$ cat src/rtl/wma_filter_param_if.sv
// wma_filter_param_if: sample, weight-programming and result signals of the weighted moving-average filter.
// coef_addr carries one extra bit so that indices at or beyond TAPS can be presented and ignored.
interface wma_filter_param_if #(
    parameter int DATA_W = 8,
    parameter int TAPS   = 4,
    parameter int COEF_W = 4
);
    localparam int AW = $clog2(TAPS) + 1;
    logic              in_valid;
    logic [DATA_W-1:0] data_in;
    logic              flush;
    logic              coef_we;
    logic [AW-1:0]     coef_addr;
    logic [COEF_W-1:0] coef_data;
    logic              out_valid;
    logic [DATA_W-1:0] data_out;
    logic              sat;
    logic              primed;
    modport master (
        output in_valid, data_in, flush, coef_we, coef_addr, coef_data,
        input  out_valid, data_out, sat, primed
    );
    modport slave (
        input  in_valid, data_in, flush, coef_we, coef_addr, coef_data,
        output out_valid, data_out, sat, primed
    );
endinterface

$ cat src/rtl/wma_filter_param.sv
// wma_filter_param: weighted moving-average FIR with programmable weights, 2-cycle latency and saturating scaling.
// Define WMA_ROUND_EN to round half up before the final shift; otherwise the result is truncated.
module wma_filter_param #(
    parameter int DATA_W = 8,
    parameter int TAPS   = 4,
    parameter int COEF_W = 4,
    parameter int SHIFT  = 2
) (
    input logic              clk,
    input logic              reset,
    wma_filter_param_if.slave bus
);
    localparam int AW = $clog2(TAPS) + 1;
    localparam int CW = $clog2(TAPS + 1);
    localparam int PW = DATA_W + COEF_W;
    localparam int SW = PW + $clog2(TAPS);
    localparam int RW = SW + 1;
    localparam logic [RW-1:0] MAX = {{(RW - DATA_W){1'b0}}, {DATA_W{1'b1}}};
`ifdef WMA_ROUND_EN
    localparam logic [RW-1:0] HALF = SHIFT > 0 ? RW'(1) << (SHIFT > 0 ? SHIFT - 1 : 0) : '0;
`else
    localparam logic [RW-1:0] HALF = '0;
`endif

    logic [DATA_W-1:0] tap  [TAPS];
    logic [COEF_W-1:0] coef [TAPS];
    logic [PW-1:0]     prod [TAPS];
    logic [CW-1:0]     cnt, cnt_nx;
    logic              take, acc_v, prod_v, emit;
    logic [SW-1:0]     sum;
    logic [RW-1:0]     res;

    assign take       = bus.in_valid && !bus.flush;
    assign cnt_nx     = cnt == CW'(TAPS) ? cnt : cnt + 1'b1;
    assign bus.primed = cnt == CW'(TAPS);
    assign emit       = prod_v && !bus.flush;
    assign res        = (RW'(sum) + HALF) >> SHIFT;

    always_comb begin
        sum = '0;
        for (int i = 0; i < TAPS; i++) sum = sum + SW'(prod[i]);
    end

    // Weights survive flush; only reset restores the plain-average default.
    always_ff @(posedge clk) begin
        if (reset) begin
            for (int i = 0; i < TAPS; i++) coef[i] <= COEF_W'(1);
        end else if (bus.coef_we && bus.coef_addr < AW'(TAPS)) begin
            coef[bus.coef_addr[AW-2:0]] <= bus.coef_data;
        end
    end

    always_ff @(posedge clk) begin
        if (reset) begin
            for (int i = 0; i < TAPS; i++) begin
                tap[i]  <= '0;
                prod[i] <= '0;
            end
            cnt           <= '0;
            acc_v         <= 1'b0;
            prod_v        <= 1'b0;
            bus.out_valid <= 1'b0;
            bus.data_out  <= '0;
            bus.sat       <= 1'b0;
        end else begin
            for (int i = 0; i < TAPS; i++) prod[i] <= PW'(tap[i]) * PW'(coef[i]);
            if (bus.flush) begin
                for (int i = 0; i < TAPS; i++) tap[i] <= '0;
                cnt <= '0;
            end else if (bus.in_valid) begin
                tap[0] <= bus.data_in;
                for (int i = 1; i < TAPS; i++) tap[i] <= tap[i-1];
                cnt <= cnt_nx;
            end
            acc_v         <= take && cnt_nx == CW'(TAPS);
            prod_v        <= acc_v && !bus.flush;
            bus.out_valid <= emit;
            if (emit) begin
                bus.data_out <= res > MAX ? '1 : res[DATA_W-1:0];
                bus.sat      <= res > MAX;
            end
        end
    end
endmodule

$ cat src/flat_wrapper.sv
// flat-port wrapper written by rule: the top's interface ports become plain ports
module wma_filter_param_flat 
#(
    parameter int DATA_W = 8,
    parameter int TAPS   = 4,
    parameter int COEF_W = 4,
    parameter int SHIFT  = 2
)
  (clk, reset, bus_in_valid, bus_data_in, bus_flush, bus_coef_we, bus_coef_addr, bus_coef_data, bus_out_valid, bus_data_out, bus_sat, bus_primed);
  wma_filter_param_if #(.DATA_W(DATA_W), .TAPS(TAPS), .COEF_W(COEF_W)) bus_i ();
  input logic clk;
  input logic reset;
  input wire logic [$bits(bus_i.in_valid)-1:0] bus_in_valid;
  input wire logic [$bits(bus_i.data_in)-1:0] bus_data_in;
  input wire logic [$bits(bus_i.flush)-1:0] bus_flush;
  input wire logic [$bits(bus_i.coef_we)-1:0] bus_coef_we;
  input wire logic [$bits(bus_i.coef_addr)-1:0] bus_coef_addr;
  input wire logic [$bits(bus_i.coef_data)-1:0] bus_coef_data;
  output wire logic [$bits(bus_i.out_valid)-1:0] bus_out_valid;
  output wire logic [$bits(bus_i.data_out)-1:0] bus_data_out;
  output wire logic [$bits(bus_i.sat)-1:0] bus_sat;
  output wire logic [$bits(bus_i.primed)-1:0] bus_primed;
  assign bus_i.in_valid = bus_in_valid;
  assign bus_i.data_in = bus_data_in;
  assign bus_i.flush = bus_flush;
  assign bus_i.coef_we = bus_coef_we;
  assign bus_i.coef_addr = bus_coef_addr;
  assign bus_i.coef_data = bus_coef_data;
  assign bus_out_valid = bus_i.out_valid;
  assign bus_data_out = bus_i.data_out;
  assign bus_sat = bus_i.sat;
  assign bus_primed = bus_i.primed;
  wma_filter_param #(.DATA_W(DATA_W), .TAPS(TAPS), .COEF_W(COEF_W), .SHIFT(SHIFT)) u_core (.clk(clk), .reset(reset), .bus(bus_i));
endmodule
$ cat config.mk
export PLATFORM = sky130hd
export DESIGN_NAME = wma_filter_param_flat
export DESIGN_NICKNAME = d
export VERILOG_FILES = /design/src/rtl/wma_filter_param_if.sv /design/src/rtl/wma_filter_param.sv /design/src/flat_wrapper.sv
export SDC_FILE = /design/constraint.sdc
export NUM_CORES = 1
export LEC_CHECK = 0
export CAP_MARGIN = 20
export CORE_MARGIN = 5
export CORE_UTILIZATION = 57
export CTS_CLUSTER_DIAMETER = 150
export CTS_CLUSTER_SIZE = 30
export DETAILED_ROUTE_END_ITERATION = 10
export GPL_TIMING_DRIVEN = 0
export PLACE_DENSITY = 0.87
export SLEW_MARGIN = 20
export SYNTH_ARGS = -nofsm -noshare
export SYNTH_HDL_FRONTEND = slang
export SYNTH_SLANG_ARGS = --single-unit
$ cat constraint.sdc
create_clock -name clk -period 4.12 [get_ports clk]
set_clock_uncertainty 0.1 [all_clocks]
set_input_delay 1.236 -clock clk [delete_from_list [all_inputs] [get_ports clk]]
set_output_delay 1.236 -clock clk [all_outputs]
set_load 0.01 [all_outputs]
==> flow_summary.toml, run 1 <==
[outcome]
outcome = "finished, violations left"
violations = "setup timing"

[final_layout]
area_growth_pct = 14.2
fin_cells = 1124
regArea_mm2 = 0.00263
fin_nets = 1106
nFillCells = 1097
final_core_util = 0.661
design_area_mm2 = 0.00953
multi_input_area_mm2 = 0.00552
drive_gt1_frac = 0.0883
insertedDiodeCount = 0

[pwr]
max-vdd-ir-drop_mv = 0.272
p_leak_nw = 4.49
power.total_mw = 2.64
p_per_area_mw_per_mm2 = 277

[grt]
grt_use_total = 0.215
grt_pass1_wl_um = 29000
grt_max_degree = 19
grt_remaining_overflow = 0
grt_pass1_vias = 6229
antenna_found_initial = 0

[worst_setup_path]
r2r_cells = 18
r2r_slack_ps = -410
worstSetupEndpointType = "register"
start_kind = "register"
r2r_end = "u_core.bus.data_out[3]"
cp.required_ps = 4230
path_max_fanout = 6
r2r_start = "u_core.prod[0][3]"
worstPathArrival_ps = 4640
path_class = "register to register"

[floorplanning]
die_area_mm2 = 0.0172
die_h_um = 131
die_x_um = 131
num_rows = 44
core_mm2 = 0.0144
initial_core_util = 0.578
io_pins = 31

[synthesis]
synthMuxAreaShare = 0.00960
synth_compound_area_frac = 0.0802
syn_nets = 1054
synth_top_family_by_area = "adder cells"
yosysSeqAreaShare = 0.314
syn_avg_cell_area_um2 = 9.45
synth_fa_ha_area_frac = 0.281
ys.flop_type = "dfxtp_1"
synthSimpleGateAreaFrac = 0.208
yosysWarnings = 0
synth.distinct_cells = 47
synthXorXnorAreaFrac = 0.0504
synth-edff-count = 40
netlist_instances = 883
synth_area_mm2 = 0.00834
ys_ff_latch = 111
async_reset_ff_frac = 0

[drt]
first_pass_iters = 5
dr_total_vias = 6178
vias_per_cell = 5.50
drc = 0
drtIter0Drc = 408
drt_wl_total_um = 17500
antenna_left = 0
wire_per_inst_um = 15.6

[placement]
post_dp_cell_area_mm2 = 0.00890
place_congestion = 0.899
dp.cells = 1096
place_hpwl_um = 13400
portBuffers = 29

[min_path]
hold_depth = 1
min_from = "u_core.acc_v"
worstHoldPathType = "register to register"
worstHoldEndpoint = "u_core.prod_v"

[sta]
period_minus_slack_ps = 4530
rsz0062_at_grt = "true"
fmax_mhz = 221
fin_setup_tns_ps = -3500
worstMarginPinSlew_ps = 795
slew_headroom = 0.470
worst_slack_ps = -411
setup_viol = 9
post-route-period-util = 1.10
drv_slew = 0
final_hold_viol_count = 0

[clock_tree]
cts_sinks = 111
clock_latency_ps = 360
cts-buffers-inserted = 9
clockRootBuffer = "clkbuf_16"
htree_num_levels = 3
clkTransAtPathRegs_ps = 70
cts.path.max_buffers = 2
cts_tree = "done"
cts-hold-fix-buffers = 0

[run]
max_cap_violations = 0
stage by stage:
step / hold slack (ps) / worst slack [ps]
after global routing: 360 / -529
after detailed placement: 322 / -604
after global placement: 310 / -494
final: 336 / -411
after CTS: 340 / -444
after floorplan: 306 / -74.8
layout make-up:
type	instances	share of cell area
sequential	111	0.276
multi-input combinational	649	0.579
clock inverter	6	0.00565
buffer	16	0.00709
tap	184	0.0242
clock buffer	10	0.0263
inverter	107	0.0422
timing repair buffer	41	0.0399
logic make-up after synthesis:
group                    Yosys count
buffers and inverters            123
multiplexers                       8
flip-flops                       111
adder cells (fa/ha/maj)          151
AND/OR/NAND/NOR                  344
XOR/XNOR                          48
AO/OA/AOI/OAI                     98
sequential cells by signal, indices dropped and copies added (netlist names):
register,flops
u_core.tap,32
u_core.acc_v,1
u_core.prod_v,1
u_core.prod,48
u_core.coef,16
u_core.bus.sat,1
u_core.bus.out_valid,1
u_core.bus.data_out,8
u_core.cnt,3
synth_stat cells (2+ instances only):
cell / count / area, µm²
inv_1: 107 / 402
ha_1: 90 / 1130
nand2_1: 87 / 327
nor2_1: 72 / 270
dfxtp_1: 71 / 1420
and2_1: 65 / 407
fa_1: 61 / 1220
edfxtp_1: 40 / 1200
nor2b_1: 37 / 231
xor2_1: 26 / 228
and3_1: 24 / 150
nor3_1: 24 / 120
a21oi_1: 22 / 110
xnor2_1: 22 / 193
o21ai_0: 16 / 80.1
a21o_1: 14 / 105
clkbuf_1: 14 / 52.6
a211oi_1: 13 / 97.6
nand2b_1: 9 / 56.3
mux2i_1: 8 / 80.1
o21a_1: 7 / 52.6
or3_1: 7 / 43.8
or2_2: 5 / 31.3
nand3_1: 4 / 20.0
o22ai_1: 4 / 25.0
a221oi_1: 3 / 26.3
and4_1: 3 / 26.3
nor3b_1: 3 / 22.5
o2111ai_1: 3 / 26.3
a21boi_0: 2 / 15.0
a31oi_1: 2 / 12.5
a41oi_1: 2 / 17.5
o31ai_1: 2 / 15.0
worst max-delay path, cell delays in order (launching register included):
cell and delay [ps]:
dfxtp_2 330, ha_4 250, a21o_1 170, a21oi_2 160
a21boi_2 90, o2111ai_2 230, nand3_1 100, nor2_1 130
xor2_1 300, fa_1 490, inv_2 90, ha_4 220
and4_1 170, and4_4 160, or4_4 510, a221o_1 340
a2111oi_4 250, buf_4 220, a211oi_1 70
layout by cell type, fill, tap and decap left out, types with 4 or more instances in the layout:
cell / netlist / routed
a211oi_1: 13 / 8
a211oi_2: 0 / 5
a21o_1: 14 / 14
a21oi_1: 22 / 19
and2_1: 65 / 65
and3_1: 24 / 24
buf_4: 0 / 12
clkbuf_1: 14 / 14
clkbuf_16: 0 / 10
clkdlybuf4s50_1: 0 / 29
dfxtp_1: 71 / 66
dfxtp_2: 0 / 5
edfxtp_1: 40 / 40
fa_1: 61 / 59
ha_1: 90 / 79
ha_4: 0 / 11
inv_1: 107 / 101
inv_2: 0 / 6
mux2i_1: 8 / 8
nand2_1: 87 / 87
nand2b_1: 9 / 9
nand3_1: 4 / 4
nor2_1: 72 / 71
nor2b_1: 37 / 36
nor3_1: 24 / 23
o21a_1: 7 / 7
o21ai_0: 16 / 13
o22ai_1: 4 / 4
or2_2: 5 / 5
or3_1: 7 / 7
xnor2_1: 22 / 19
xor2_1: 26 / 25
layer usage:
layer	part of all wire	vias to the layer above	GRT usage	wire [µm]
li1	-	3013	-	-
met1	0.42	2969	0.262	7370
met2	0.50	161	0.378	8790
met3	0.045	35	0.0362	784
met4	0.032	0	0.0835	553
met5	0	-	0	0
worst max path at each step:
stage	start	end	slack (ps)	cells after the start
floorplan	u_core.prod[0][3]	u_core.bus.data_out[0]	-70	17
global placement	u_core.prod[1][0]	u_core.bus.data_out[1]	-490	18
detailed placement	u_core.prod[1][0]	u_core.bus.data_out[0]	-600	18
CTS	u_core.prod[0][0]	u_core.bus.data_out[0]	-440	19
global route	u_core.prod[1][0]	u_core.bus.data_out[2]	-530	20
finish	u_core.prod[0][3]	u_core.bus.data_out[3]	-410	18
power by group:
group | switching (mW) | internal, mW
Sequential | 0.0553 | 1.18
Combinational | 0.286 | 0.233
Clock | 0.404 | 0.481
timing repair:
item	4_1_cts	5_1_grt
gates cloned	1	0
pin swaps	21	34
setup buffers	9	3
setup endpoints to repair	9	9
resized for setup	22	24
No activity file was read; power rests on OpenSTA's default activity.
==> inputs of run 2 (changes only) <==
ABC_CLOCK_PERIOD_IN_PS = 4120   (was default)
CTS_CLUSTER_DIAMETER = default   (was 150)
==> results of run 2 <==
The final DEF is identical to that of run 1; final timing and power are the same.
==> inputs of run 3 (changes only) <==
CORE_UTILIZATION = 59   (was 57)
DONT_BUFFER_PORTS = 1   (was default)
==> run 3 against run 2 <==
  * The run still ends with setup timing left
  * Sequential share of layout area grew 0.66 points
  * Core utilization rose by 0.98 points
  * Hold slack better by 0.75 ps
  * Clock power decreased by 6.3%
  * Non-clock buffer count is 16 lower
  * Power fell by 3.2%
  * Global-route usage grew 0.17 points
  * Largest cell class unchanged
==> flow_summary.toml, run 3 (synthesized netlist as in run 1, its figures left out) <==
[sta]
final_hold_viol_count = 0
period_minus_slack_ps = 4490
rsz0062_at_grt = "true"
fin_setup_tns_ps = -3230
worstMarginPinSlew_ps = 742
drv_slew = 0
worst_slack_ps = -373
slew_headroom = 0.505
post-route-period-util = 1.09
setup_viol = 9
fmax_mhz = 223

[floorplanning]
die_x_um = 129
initial_core_util = 0.601
num_rows = 43
io_pins = 31
core_mm2 = 0.0139
die_area_mm2 = 0.0166
die_h_um = 129

[min_path]
worstHoldPathType = "register to register"

[grt]
grt_remaining_overflow = 0
grt_use_total = 0.216
grt_pass1_vias = 6307
antenna_found_initial = 0
grt_max_degree = 19
grt_pass1_wl_um = 28700

[placement]
place_hpwl_um = 13000
place_congestion = 0.855
portBuffers = 0
dp.cells = 1063
post_dp_cell_area_mm2 = 0.00861

[clock_tree]
clockRootBuffer = "clkbuf_16"
cts_sinks = 111
cts.path.max_buffers = 2
cts_tree = "done"
cts-buffers-inserted = 9
cts-hold-fix-buffers = 0
htree_num_levels = 3
clock_latency_ps = 350
clkTransAtPathRegs_ps = 80

[worst_setup_path]
start_kind = "register"
worst_path_max_delay_cell = "fa_1"
crit_top_cell = "buf_4"
critical-path-max-stage-delay_ps = 460
path_cells = "ha_4 > inv_2 > fa_2 > nor2b_2 > o21ai_2 > a21boi_2 > o41ai_2 > buf_4 > buf_4 > a21oi_4 > nor2_4 > xor2_2 > fa_1 > inv_2 > ha_4 > a21o_1 > a21o_1 > a41oi_2 > a21oi_2 > xor2_2 > a2111oi_4 > buf_4 > a211oi_2"
path_delay_family = "compound AO/OA/AOI/OAI gates"
path_max_fanout = 5
worstSetupEndpointType = "register"
worstPathArrival_ps = 4600
crit_buf_inv = 5
cp.required_ps = 4230
path_class = "register to register"

[final_layout]
layout_common_cells = "inv_1, nand2_1, ha_1"
layout_commonest_cell = "inv_1"
drive_gt1_frac = 0.101
insertedDiodeCount = 0
largest_reg_flops = 48
regArea_mm2 = 0.00263
top_register = "u_core.prod"
fin_nets = 1090
design_area_mm2 = 0.00931
nFillCells = 1004
largestRegisters = "u_core.prod: 48 flops, u_core.tap: 32 flops, u_core.coef: 16 flops"
area_growth_pct = 11.5
fin_cells = 1104
multi_input_area_mm2 = 0.00552

[outcome]
outcome = "finished, violations left"
violations = "setup timing"

[pwr]
p_per_area_mw_per_mm2 = 275
p_leak_nw = 4.44
max-vdd-ir-drop_mv = 0.280

[drt]
wire_per_inst_um = 15.5
drc = 0
first_pass_iters = 5
drtIter0Drc = 277
drt_wl_total_um = 17100
vias_per_cell = 5.49
dr_total_vias = 6064
antenna_left = 0

[run]
max_cap_violations = 0
[run 3: cell types whose count changed in the layout (fill, tap and decap cells not counted), sizes merged]
cell,change
inv,-1
bufinv,-1
clkdlybuf4s50,-29
clkbuf,+1
clkinv,+1
buf,+13
[run 3: worst paths after layout]
check / start / end / slack [ps] / cells past startpoint
max reg2reg: u_core.prod[0][0] / u_core.bus.data_out[1] / -370 / 23
max: u_core.prod[0][0] / u_core.bus.data_out[1] / -370 / 23
min: u_core.acc_v / u_core.prod_v / 340 / 1
min reg2reg: u_core.acc_v / u_core.prod_v / 340 / 1
[run 3: cell type report]
cell class              count  area share
multi-input cells         649       0.593
flip-flops and latches    111       0.283
inverters                 107      0.0432
clock buffers              11      0.0261
well taps                 180      0.0242
repair buffers             26      0.0210
plain buffers              15     0.00605
clock inverters             5     0.00430
[run 3: power by group]
part	switching [mW]	total, mW	internal (mW)
Sequential	0.0521	1.24	1.18
Clock	0.397	0.830	0.433
Combinational	0.278	0.494	0.216
[run 3: what timing repair did]
action | in CTS | in global routing
pin swaps | 36 | 32
endpoints found under the setup margin | 9 | 9
setup buffers | 17 | 10
resized for setup | 30 | 17
gates cloned | 1 | 0
[run 3: layer usage]
layer  vias to the layer above  global-route usage  part of all wire
met1                      2893               0.262              0.43
met2                       145               0.378              0.50
li1                       2982                   -                 -
met3                        44              0.0432             0.045
met4                         0              0.0877             0.033
met5                         -                   0                 0
[run 3: per-stage QoR]
stage | power [mW] | utilization | hold slack [ps] | setup WS [ps]
after global placement | 1.68 | 0.620 | 315 | -452
after global routing | 2.69 | 0.670 | 351 | -542
after CTS | 2.54 | 0.660 | 346 | -369
after floorplan | 1.59 | - | 306 | -74.8
after detailed placement | 1.70 | 0.620 | 324 | -552
final | 2.56 | 0.670 | 337 | -373
